`src/rtl/jk_updown_counter.sv`:
```
// ---------------------------------------------------------------------------
// jk_updown_counter
//   Synchronous modulo up/down counter built from JK flip-flop cells.
//   The requested next state is computed combinationally, converted to per-bit
//   J/K excitation, and the state register is updated only through the JK
//   characteristic equation Q+ = J&~Q | ~K&Q.
//   With JK_CNT_SATURATE_EN defined the count stops at its limits and tc
//   flags each enabled edge blocked at a limit; otherwise it wraps and tc
//   pulses on each wrap.
// ---------------------------------------------------------------------------
module jk_updown_counter #(
   parameter int unsigned WIDTH = 4,
   parameter int unsigned MOD   = 16
) (
   input  logic             clk,
   input  logic             reset_sync_n,
   input  logic             en,
   input  logic             up_dn,
   input  logic             load,
   input  logic [WIDTH-1:0] load_val,
   output logic [WIDTH-1:0] count,
   output logic [WIDTH-1:0] jk_j,
   output logic [WIDTH-1:0] jk_k,
   output logic             tc
);

   localparam logic [WIDTH-1:0] MAXV  = WIDTH'(MOD - 1);
   // Modulus held one bit wider so MOD = 2**WIDTH is representable.
   localparam logic [WIDTH:0]   MOD_X = (WIDTH + 1)'(MOD);

   logic [WIDTH-1:0] nxt;
   logic             limit_hit;   // enabled edge at MAXV going up or 0 going down
   logic             tc_nxt;

   // Requested next state; reset is applied in the register, not here.
   always_comb begin
      nxt       = count;
      limit_hit = 1'b0;
      if (load) begin
         nxt = ({1'b0, load_val} < MOD_X) ? load_val : MAXV;
      end else if (en) begin
         if (up_dn) begin
            if (count == MAXV) begin
               limit_hit = 1'b1;
`ifdef JK_CNT_SATURATE_EN
               nxt = count;
`else
               nxt = '0;
`endif
            end else begin
               nxt = count + 1'b1;
            end
         end else begin
            if (count == '0) begin
               limit_hit = 1'b1;
`ifdef JK_CNT_SATURATE_EN
               nxt = count;
`else
               nxt = MAXV;
`endif
            end else begin
               nxt = count - 1'b1;
            end
         end
      end
   end

   // Don't-cares resolved to 0: J only sets a 0 bit, K only clears a 1 bit.
   always_comb begin
      jk_j   = nxt & ~count;
      jk_k   = ~nxt & count;
      tc_nxt = limit_hit;
   end

   always_ff @(posedge clk) begin
      if (!reset_sync_n) begin
         count <= '0;
         tc    <= 1'b0;
      end else begin
         count <= (jk_j & ~count) | (~jk_k & count);
         tc    <= tc_nxt;
      end
   end

endmodule

```
`config.mk`:
```
export PLATFORM = sky130hd
export DESIGN_NAME = jk_updown_counter
export DESIGN_NICKNAME = d
export VERILOG_FILES = /design/src/rtl/jk_updown_counter.sv
export SDC_FILE = /design/constraint.sdc
export NUM_CORES = 1
export LEC_CHECK = 0
export BUFFER_PORTS_ARGS = -buffer_cell sky130_fd_sc_hd__buf_2
export CAP_MARGIN = 20
export CORE_AREA = 2 2 39 41
export CTS_CLUSTER_SIZE = 28
export DETAILED_ROUTE_END_ITERATION = 10
export DIE_AREA = 0 0 41 43
export SETUP_SLACK_MARGIN = 0.3
export SYNTH_ARGS = -nofsm -noshare
export SYNTH_HDL_FRONTEND = slang
export SYNTH_SLANG_ARGS = --single-unit
```
`constraint.sdc`:
```
create_clock -name clk -period 1.82 [get_ports clk]
set_input_delay 0.091 -clock clk [delete_from_list [all_inputs] [get_ports clk]]
set_output_delay 0.091 -clock clk [all_outputs]
set_load 0.1 [all_outputs]
```
==> results.sh, run 1 <==
export IMPL_synth_largest_area_cell="dfxtp_1"
export IMPL_final_setup_viol_count=1
export IMPL_required_ns=1.73
export IMPL_synth_seq_cells=5
export IMPL_drc_errors=0
export IMPL_root_buffer="clkbuf_4"
export IMPL_whs_ns=0.113
export IMPL_postSynthCellCount=58
export IMPL_layout_common_cells="buf_2, buf_4, buf_12"
export IMPL_worst_r2r_cell_count=6
export IMPL_dieArea_um2=1760
export IMPL_status="finished with violations"
export IMPL_clock_fmax_ghz=0.549
export IMPL_critical_path_class="reg2out"
export IMPL_htree_levels=1
export IMPL_insertion_delay_ns=0.25
export IMPL_rrSetupSlack_ns=0.38
export IMPL_leakagePower_nw=0.398
export IMPL_grt_pass1_wl_um=2150
export IMPL_yosysSeqAreaShare=0.223
export IMPL_holdPathStages=2
export IMPL_cpPeakStageDelay_ns=0.36
export IMPL_syn_cell_area_um2=448
export IMPL_core_area_um2=1380
export IMPL_tightest_slew_ns=0.484
export IMPL_cpMostUsedCell="buf_12"
export IMPL_initial_core_util=0.324
export IMPL_path_clk_slew_ns=0.05
export IMPL_path_buf_inv=2
export IMPL_routed_wl_um=1410
export IMPL_critical_path_arrival_ns=1.73
export IMPL_diodes=0
export IMPL_layout_commonest_cell="buf_2"
export IMPL_crit_chain="buf_12 -> ha_4 -> nand4_1 -> nand2_2 -> a31o_4 -> o211a_4 -> buf_12"
export IMPL_grt_pass1_vias=555
export IMPL_r2r_start="count[0]"
export IMPL_timing_slew_headroom=0.680
export IMPL_path_depth=7
export IMPL_hold_path_class="in2reg"
export IMPL_final_min_clock_period_ns=1.82
export IMPL_fillers=113
export IMPL_syn_avg_cell_area_um2=7.72
export IMPL_cts_tree="built"
export IMPL_fin_tns_setup_ns=-0.00215
export IMPL_netlist_cell_type_count=28
export IMPL_drv_cap=0
export IMPL_synth_top_area_frac=0.223
export IMPL_wl_met2_um=725
export IMPL_ant_nets=0
export IMPL_totalPowerFinal_mw=0.694
export IMPL_numCtsBuffers=3
export IMPL_place_congestion=0.778
export IMPL_syn2layout_area_growth_pct=104
export IMPL_setup_slack_ns=-0.00215
export IMPL_cp_end_kind="primary output"
export IMPL_syn_nets=69
export IMPL_layout_nets=102
export IMPL_cp_slowest_cell="dfxtp_4"
export IMPL_dr_pass1_iters=4
export IMPL_rows=14
export IMPL_routedWlPerCell_um=13.3
export IMPL_skew_ns=0.00240
export IMPL_critPathTopFamily="compound AO/OA/AOI/OAI gates"
export IMPL_placed_area_um2=767
export IMPL_dp_hpwl_um=964
export IMPL_failed_checks="setup timing"
export IMPL_numClockSinks=5
export IMPL_yosys_warnings=0
export IMPL_start_kind="flop"
export IMPL_fp_dieH_um=43
export IMPL_rsz0062_at_grt="yes"
export IMPL_post_place_ws_ns=0.199
export IMPL_final_area_um2=916
export IMPL_slew_violations=0
export IMPL_grt_max_degree=12
export IMPL_synth_area_leaders="dfxtp_1, a21oi_1, ha_1, buf_6, nand2_1"
export IMPL_drive_above_1_share=0.689
export IMPL_period_share=1.00
export IMPL_dp_cells=93
export IMPL_hold_end="count[2]"
export IMPL_power_density_nw_per_um2=758
export IMPL_drtIter0Drc=3
export IMPL_num_vias=559
export IMPL_dr_max_layer_used="met4"
export IMPL_antenna_found_initial=0
export IMPL_met1_length_um=517
export IMPL_overflow=0
export IMPL_report_final_hold_viol_count=0
export IMPL_grtUsageTotal=0.186
export IMPL_cts_buffer_depth=2
export IMPL_worstPathMaxFanout=3
export IMPL_dr_wl_met3_um=113
export IMPL_via_per_inst=5.27
export IMPL_peakVddDrop_uv=485
export IMPL_die_w_um=41
export IMPL_ioPinCount=22
export IMPL_io_buffers=21
export IMPL_rr_endpoint="count[0]"
export IMPL_min_from="reset_sync_n"
export IMPL_final_core_util=0.662
export IMPL_fin_cells=106
report_power, final:
| part | total, mW | switching (mW) | internal (mW) |
|---|---|---|---|
| logic | 0.420 | 0.268 | 0.152 |
| clock network | 0.136 | 0.0523 | 0.0833 |
| registers | 0.138 | 0.0200 | 0.118 |
cells by family after synthesis:
| group | after synthesis | synth area share |
|---|---|---|
| XOR/XNOR | 2 | 0.0391 |
| buffers and inverters | 8 | 0.109 |
| AO/OA/AOI/OAI | 18 | 0.279 |
| flip-flops | 5 | 0.223 |
| adder cells (fa/ha/maj) | 2 | 0.0559 |
| AND/OR/NAND/NOR | 20 | 0.215 |
| multiplexers | 3 | 0.0782 |
synthesized netlist by cell type:
master    count
and2_1        1
o211a_1       2
o311a_1       1
nand4_1       2
o41ai_1       1
xnor2_1       1
nand2b_1      2
o21ai_0       3
nor2_1        5
and3_1        1
a31o_1        2
buf_4         1
ha_1          2
xor2_1        1
or2_1         1
a211oi_1      1
mux2i_1       2
inv_1         4
buf_6         2
dfxtp_1       5
nand2_1       6
a21oi_1       6
a21boi_1      1
nand3_1       1
o31a_1        1
nor2b_1       1
inv_2         1
mux2_4        1
sequential cells by signal, summed over array words and instances, names as in the netlist:
signal	cells
count	4
tc	1
worst register-to-register path, cell delays in order (launching register included):
cell and delay, ns:
dfxtp_4 0.37, buf_12 0.11, ha_4 0.13, nand3_1 0.07, a21oi_1 0.19, a211oi_1 0.09, o311a_1 0.35
cell type report:
| class | count | area (um^2) | area share |
|---|---|---|---|
| multi-input combinational | 45 | 435 | 0.475 |
| timing repair buffer | 31 | 295 | 0.322 |
| sequential | 5 | 115 | 0.126 |
| tap | 16 | 20.0 | 0.0219 |
| clock buffer | 4 | 26.3 | 0.0287 |
| inverter | 5 | 23.8 | 0.0260 |
routing by layer:
layer | vias to the layer above | GRT usage
met5 | - | 0
met4 | 0 | 0.107
met3 | 6 | 0.110
met2 | 25 | 0.300
met1 | 257 | 0.167
li1 | 271 | -
repair_timing:
action | 4_1_cts | 5_1_grt
hold buffers | 0 | 0
buffers inserted | 6 | 3
endpoints found under the setup margin | 8 | 8
gates resized for setup | 5 | 5
pin swaps | 6 | 3
worst max-delay path by stage:
stage          startpoint       to
2_1_floorplan    count[1]  jk_k[2]
3_3_place_gp     count[1]  jk_j[1]
3_5_place_dp     count[1]  jk_j[1]
4_1_cts          count[0]  jk_j[1]
5_1_grt          count[0]  jk_j[1]
6_report         count[0]  jk_k[3]
(Power assumes the default switching activity.)
==> inputs of run 2 (changes only) <==
Settings changed: PLACE_DENSITY set to 0.67.
==> results.sh, run 2 (same netlist as run 1, synthesis figures left out) <==
export IMPL_diodes=0
export IMPL_power_density_nw_per_um2=763
export IMPL_seqPwrFrac=0.194
export IMPL_dp_cells=92
export IMPL_rrSetupSlack_ns=0.39
export IMPL_timing_slew_headroom=0.675
export IMPL_worstPathMaxFanout=5
export IMPL_numClockSinks=5
export IMPL_grt_max_degree=12
export IMPL_p_clk_frac=0.203
export IMPL_core_area_um2=1380
export IMPL_r2r_start="count[1]"
export IMPL_fin_cells=108
export IMPL_drv_cap=0
export IMPL_critical_path_class="reg2out"
export IMPL_htree_levels=1
export IMPL_failed_checks="setup timing"
export IMPL_peakVddDrop_uv=455
export IMPL_ant_nets=0
export IMPL_fillers=112
export IMPL_antenna_found_initial=0
export IMPL_placed_area_um2=759
export IMPL_num_vias=571
export IMPL_dr_pass1_iters=4
export IMPL_leakagePower_nw=0.407
export IMPL_start_kind="flop"
export IMPL_path_clk_slew_ns=0.06
export IMPL_root_buffer="clkbuf_4"
export IMPL_overflow=0
export IMPL_required_ns=1.73
export IMPL_cpPeakStageDelay_ns=0.39
export IMPL_die_w_um=41
export IMPL_layout_commonest_cell="buf_2"
export IMPL_cts_tree="built"
export IMPL_combPwrFrac=0.603
export IMPL_critical_path_arrival_ns=1.76
export IMPL_dieArea_um2=1760
export IMPL_totalPowerFinal_mw=0.714
export IMPL_clock_fmax_ghz=0.539
export IMPL_top_register="count"
export IMPL_final_area_um2=935
export IMPL_rsz0062_at_grt="yes"
export IMPL_top_regs="count (4), tc (1)"
export IMPL_ioPinCount=22
export IMPL_power_switching_mw=0.355
export IMPL_cp_end_kind="primary output"
export IMPL_drc_errors=0
export IMPL_setup_slack_ns=-0.0345
export IMPL_final_core_util=0.675
export IMPL_layout_nets=104
export IMPL_tightest_slew_ns=0.482
export IMPL_period_share=1.02
export IMPL_routedWlPerCell_um=14.7
export IMPL_drive_above_1_share=0.685
export IMPL_skew_ns=0.00979
export IMPL_layout_common_cells="buf_2, buf_4, buf_12"
export IMPL_initial_core_util=0.324
export IMPL_rr_endpoint="count[1]"
export IMPL_post_place_ws_ns=0.134
export IMPL_min_from="reset_sync_n"
export IMPL_io_buffers=21
export IMPL_switching_share=0.498
export IMPL_whs_ns=0.0871
export IMPL_report_final_hold_viol_count=0
export IMPL_cp_slowest_cell="dfxtp_4"
export IMPL_numCtsBuffers=3
export IMPL_dp_hpwl_um=981
export IMPL_p_int_mw=0.358
export IMPL_hold_end="count[2]"
export IMPL_cts_hold_fix_buffers=0
export IMPL_insertion_delay_ns=0.26
export IMPL_fin_tns_setup_ns=-0.0599
export IMPL_grt_pass1_wl_um=2350
export IMPL_grtUsageTotal=0.213
export IMPL_drtIter0Drc=2
export IMPL_grt_pass1_vias=542
export IMPL_status="finished with violations"
export IMPL_largest_reg_flops=4
export IMPL_syn2layout_area_growth_pct=109
export IMPL_routed_wl_um=1580
export IMPL_place_congestion=0.829
export IMPL_final_setup_viol_count=3
export IMPL_cts_buffer_depth=2
export IMPL_final_min_clock_period_ns=1.85
export IMPL_holdPathStages=2
export IMPL_hold_path_class="in2reg"
export IMPL_via_per_inst=5.29
export IMPL_crit_chain="inv_4 -> ha_4 -> xor2_1 -> mux2i_1 -> mux2i_2 -> buf_4 -> nor2_4 -> buf_12"
export IMPL_slew_violations=0
export IMPL_fp_dieH_um=43
export IMPL_rows=14
export IMPL_worst_r2r_cell_count=7
[run 2: metal layers]
layer / vias to the layer above / track usage / share of wire
met5: - / 0 / 0
met4: 0 / 0.153 / 0.063
met3: 11 / 0.0890 / 0.062
met2: 27 / 0.347 / 0.53
met1: 255 / 0.196 / 0.34
li1: 278 / - / -
[run 2: worst max-delay path by stage]
stage | cells past startpoint | startpoint | to | slack, ns
6_report | 8 | count[1] | jk_j[1] | -0.03
5_1_grt | 8 | count[1] | jk_j[1] | -0.11
4_1_cts | 8 | count[1] | jk_j[1] | -0.02
3_5_place_dp | 7 | count[0] | jk_k[1] | 0.13
3_3_place_gp | 7 | count[0] | jk_k[1] | 0.16
2_1_floorplan | 5 | count[1] | jk_k[2] | -0.06
[run 2: power groups by stage]
stage | sequential [mW] | clock (mW) | combinational (mW)
after floorplan | 0.196 | 0 | 0.229
after global placement | 0.144 | 0 | 0.363
after detailed placement | 0.145 | 0 | 0.365
after CTS | 0.138 | 0.148 | 0.397
after global routing | 0.141 | 0.156 | 0.446
final | 0.139 | 0.145 | 0.430
[run 2: worst max-delay path, delay by kind of cell (launching register included)]
family | cells | cell delay (ns)
multiplexers | 2 | 0.27
flip-flops | 1 | 0.39
buffers and inverters | 3 | 0.38
XOR/XNOR | 1 | 0.14
AND/OR/NAND/NOR | 1 | 0.09
adder cells (fa/ha/maj) | 1 | 0.23
[run 2: layout make-up]
class,count,area (um^2),share of cell area
Clock buffer,3,22.5,0.0241
Clock inverter,1,5.00,0.00535
Inverter,5,23.8,0.0254
Multi-Input combinational cell,45,427,0.456
Sequential cell,5,115,0.123
Tap cell,16,20.0,0.0214
Timing Repair Buffer,33,322,0.344
[run 2: repair_timing]
item                       4_1_cts  5_1_grt
resized for setup                4       10
pin swaps                        3        6
buffers inserted                 7        5
cloned                           0        0
setup endpoints to repair        8        8
